[src/rtl/auth_tag_tx.sv]
// Transmit-side tagger: accepts a 32-bit word, folds it into a CRC-8 (poly 0x07) one byte
// per cycle, then holds word and tag for downstream. Optional: AUTH_TAG_TX_STALL_CNT_EN.
module auth_tag_tx #(
  parameter logic [7:0] TAG_INIT = 8'h00
) (
  input  logic        clk,
  input  logic        rst_n,
  input  logic        in_valid,
  output logic        in_ready,
  input  logic [31:0] in_data,
  output logic        out_valid,
  input  logic        out_ready,
  output logic [31:0] out_data,
  output logic [7:0]  out_tag,
  output logic        busy
`ifdef AUTH_TAG_TX_STALL_CNT_EN
  ,
  output logic [15:0] stall_cnt
`endif
);

  typedef enum logic [1:0] {IDLE, CALC, HOLD} state_t;

  state_t      state, state_nxt;
  logic [1:0]  bcnt;
  logic [7:0]  crc;
  logic [7:0]  cur_byte;
  logic [7:0]  crc_step;
  logic        accept;

  // One full byte of the MSB-first CRC-8 recurrence, unrolled into combinational logic.
  function automatic logic [7:0] crc8_byte(input logic [7:0] crc_in, input logic [7:0] data_byte);
    logic [7:0] c;
    c = crc_in ^ data_byte;
    for (int i = 0; i < 8; i++) begin
      c = c[7] ? ({c[6:0], 1'b0} ^ 8'h07) : {c[6:0], 1'b0};
    end
    return c;
  endfunction

  assign out_valid = (state == HOLD);
  assign busy      = (state != IDLE);
  assign in_ready  = (state == IDLE) || ((state == HOLD) && out_ready);
  assign accept    = in_valid && in_ready;

  // The tag is computed from the latched copy, so input churn during CALC cannot leak in.
  always_comb begin
    cur_byte = out_data[31:24];
    case (bcnt)
      2'd0: cur_byte = out_data[31:24];
      2'd1: cur_byte = out_data[23:16];
      2'd2: cur_byte = out_data[15:8];
      2'd3: cur_byte = out_data[7:0];
      default: cur_byte = out_data[31:24];
    endcase
  end

  assign crc_step = crc8_byte(crc, cur_byte);

  always_ff @(posedge clk or negedge rst_n) begin
    if (!rst_n) state <= IDLE;
    else        state <= state_nxt;
  end

  // NOTE: every always_comb output gets a default first so no path can infer a latch.
  always_comb begin
    state_nxt = state;
    case (state)
      IDLE: if (accept) state_nxt = CALC;
      CALC: if (bcnt == 2'd3) state_nxt = HOLD;
      HOLD: begin
        if (accept)         state_nxt = CALC;
        else if (out_ready) state_nxt = IDLE;
      end
      default: state_nxt = IDLE;
    endcase
  end

  // NOTE: sequential state uses non-blocking assignments so all registers update together.
  always_ff @(posedge clk or negedge rst_n) begin
    if (!rst_n) begin
      out_data <= 32'h0;
      out_tag  <= 8'h00;
      crc      <= TAG_INIT;
      bcnt     <= 2'd0;
    end else if (accept) begin
      out_data <= in_data;
      crc      <= TAG_INIT;
      bcnt     <= 2'd0;
    end else if (state == CALC) begin
      crc  <= crc_step;
      bcnt <= bcnt + 2'd1;
      if (bcnt == 2'd3) out_tag <= crc_step;
    end
  end

`ifdef AUTH_TAG_TX_STALL_CNT_EN
  always_ff @(posedge clk or negedge rst_n) begin
    if (!rst_n)
      stall_cnt <= 16'h0000;
    else if (out_valid && !out_ready && (stall_cnt != 16'hFFFF))
      stall_cnt <= stall_cnt + 16'h0001;
  end
`endif

endmodule

[config.mk]
export PLATFORM = sky130hd
export DESIGN_NAME = auth_tag_tx
export DESIGN_NICKNAME = d
export VERILOG_FILES = /design/src/rtl/auth_tag_tx.sv
export SDC_FILE = /design/constraint.sdc
export NUM_CORES = 1
export LEC_CHECK = 0
export ABC_AREA = 1
export CORE_ASPECT_RATIO = 0.7
export CORE_UTILIZATION = 30
export DETAILED_ROUTE_END_ITERATION = 10
export PLACE_DENSITY = 0.62
export SLEW_MARGIN = 20
export SYNTH_ARGS = -nofsm -noshare
export SYNTH_HDL_FRONTEND = slang
export SYNTH_SLANG_ARGS = --single-unit
[constraint.sdc]
create_clock -name clk -period 2.77 [get_ports clk]
set_input_delay 0.4155 -clock clk [delete_from_list [all_inputs] [get_ports clk]]
set_output_delay 0.4155 -clock clk [all_outputs]
set_load 0.05 [all_outputs]
==> metrics.md <==
| Metric | Value |
|---|---|
| Status | finished, final reports clean |
| Gate count after technology mapping | 376 |
| Ys async rst share | 100% |
| Ys Warns | 0 |
| Drt pass-1 iters | 4 |
| CP max stage cell | dfrtp_1 |
| Period minus WS final | 2.38 ns |
| Cell taking the most area after synthesis | dfrtp_1 |
| CTS tree | done |
| WP depth | 12 |
| Largest stage delay, worst path | 0.43 ns |
| Max Fclk | 420 MHz |
| Initial antenna violation count | 0 |
| Core area | 8720 µm² |
| Ratio of final minimum period to clock period | 85.9% |
| Share of cells above drive strength 1 | 8.30% |
| Starting DRT DRC Count | 199 |
| Clock Tree Root | clkbuf_16 |
| Vias in the first global route | 2652 |
| ANT nets after route | 0 |
| CP arrival | 2.56 ns |
| Total clock sinks | 52 |
| Ant. Diodes | 0 |
| R2R cell count | 12 |
| Crit path cell chain | inv_1, ha_1, inv_1, or2_1, nand3_1, nand2_2, inv_1, nand2_1, nand3_1, nand2_1, nand2_1, nand2_1 |
| Synthesized area | 2780 µm² |
| Top_reg_cell synth | dfrtp_1 |
| Most frequent CP cell | nand2_1 |
| Clk Latency, worst-skew pair | 0.29 ns |
| WP data required | 2.95 ns |
| Top-count cell post-synth | nand2_1 |
| # H-tree levels | 2 |
| Initial Util | 31.9% |
| Hold path depth | 2 |
| Hold Vio Cnt, Final | 0 |
| Synth cell types | 29 |
| First-pass GRT wire length | 12800 µm |
| Total track usage | 17.4% |
| Hold slack final | 0.486 ns |
| Placement Rows | 28 |
| Synth top area share | 46.8% |
| DPL Wire Length | 5950 µm |
| Crit end category | flop |
| Max-slew violation count | 0 |
| Unrepaired setup endpoints after global routing | false |
| CTS Buf Count | 5 |
| # nets final | 497 |
| Worst-margin pin slew | 0.519 ns |
| Routability cong. | 0.859 |
| Critical path class | flop to flop |
| CP delay by family, top | simple AND/OR/NAND/NOR gates |
| Via density | 4.57 |
| Setup tns final | 0 ns |
| Relative slew slack | 65.3% |
| Via count | 2644 |
| Die width | 117 µm |
| WL final | 7640 µm |
| HP Class | flop to flop |
| Setup violators final | 0 |
| Worst Skew | 0.00902 ns |
| Area grow syn2layout | 38.7% |
| Height of the die | 82.5 µm |
| PortBufs | 78 |
| Post-synth EDFFs | 0 |
| Startpoint types | flop |
| Post-synthesis sequential area ratio | 46.8% |
| Max_cap viols | 0 |
| Buf/Inv on CP | 3 |
| Synth Register Bits | 52 |
| Most frequent cells after synthesis | nand2_1, dfrtp_1, nand3_1 |
| Mapped Nets | 416 |
| CTS max path bufs | 2 |
| Post-cts sizing count | 0 |
| Total congestion overflow | 0 |
| Critical-path maximum fanout | 11 |
| Avg Cell Area, Syn | 7.39 µm² |
| Area contributors post-synth | dfrtp_1, nand2_1, nand3_1 |
| Io pins | 79 |
| Clock transition at path regs | 0.07 ns |
| WL/cell | 13.2 µm |
| Post-route DRC | 0 |
| Largest net degree at the start of global routing | 28 |
| Die area | 9660 µm² |
[layout by cell type (no fill, tap or decap), drive strengths merged, types with 2 or more instances in the layout]
master	netlist	routed
a21oi	6	6
buf	8	6
clkbuf	1	5
clkdlybuf4s50	0	76
clkinv	1	2
dfrtp	52	52
ha	4	4
inv	28	28
nand2	204	204
nand3	39	39
nor2	6	6
o211ai	2	2
o21ai	15	15
or2	6	6
[cell families (layout without fill, tap and decap cells)]
logic type / Yosys count / in the layout / share of synthesized area, %
DFF: 52 / 52 / 46.8
and+or+nand+nor: 256 / 256 / 39.5
xor gates and xnor gates: 2 / 2 / 0.630
AOI/OAI and AO/OA: 24 / 24 / 5.31
adders and majority gates: 4 / 4 / 1.80
buffers and inverters: 38 / 120 / 5.94
[stage by stage]
step / util, % / instance area, µm² / worst slack [ns] / std cells
after CTS: 44.2 / 3850 / 0.392 / 578
after detailed placement: 42.1 / 3680 / 0.426 / 569
after global routing: 44.2 / 3850 / 0.117 / 578
after floorplan: - / 2780 / 0.979 / 376
after global placement: 42.1 / 3680 / 0.541 / 569
final: 44.2 / 3850 / 0.390 / 578
[registers in the layout (all words and copies together), names as in the netlist]
register / count
bcnt: 2
crc: 8
out_tag: 8
state: 2
out_data: 32
[metal layers]
| layer | GRT usage, % | vias up | share of wire (%) |
|---|---|---|---|
| li1 | - | 1333 | - |
| met1 | 24.1 | 1212 | 49 |
| met2 | 27.9 | 95 | 43 |
| met3 | 3.72 | 4 | 7.7 |
| met4 | 3.80 | 0 | 0.44 |
| met5 | 0 | - | 0 |
[final cells by class]
| class | instances | area [µm²] |
|---|---|---|
| inverters | 29 | 109 |
| well taps | 120 | 150 |
| flip-flops and latches | 52 | 1300 |
| multi-input cells | 286 | 1310 |
| fillers | 875 | 4870 |
| clock buffers | 5 | 125 |
| clock inverters | 3 | 42.5 |
| repair buffers | 83 | 813 |
[what timing repair did]
item / in CTS / in global routing
setup buffers: 0 / 0
hold endpoints to repair: 7 / 0
hold buffers: 1 / 0
[path summary, 6_finish.rpt]
| path | startpoint | to | slack (ns) |
|---|---|---|---|
| worst min-delay path | out_tag[1] | out_tag[1] | 0.49 |
| worst max register to register | bcnt[0] | out_tag[6] | 0.39 |
| worst min register to register | out_tag[1] | out_tag[1] | 0.49 |
| min in group asynchronous | rst_n | out_data[7] | 0.52 |
| worst max-delay path | bcnt[0] | out_tag[6] | 0.39 |
| max in group asynchronous | rst_n | out_tag[3] | 1.66 |
[worst min-delay path, stage by stage (launching register included)]
cell	delay, ns
dfrtp_1	0.34
nand2_1	0.05
nand2_1	0.06
Power is not shown: default switching activity piles up to over one toggle a cycle in this logic, so the estimate is an artifact.
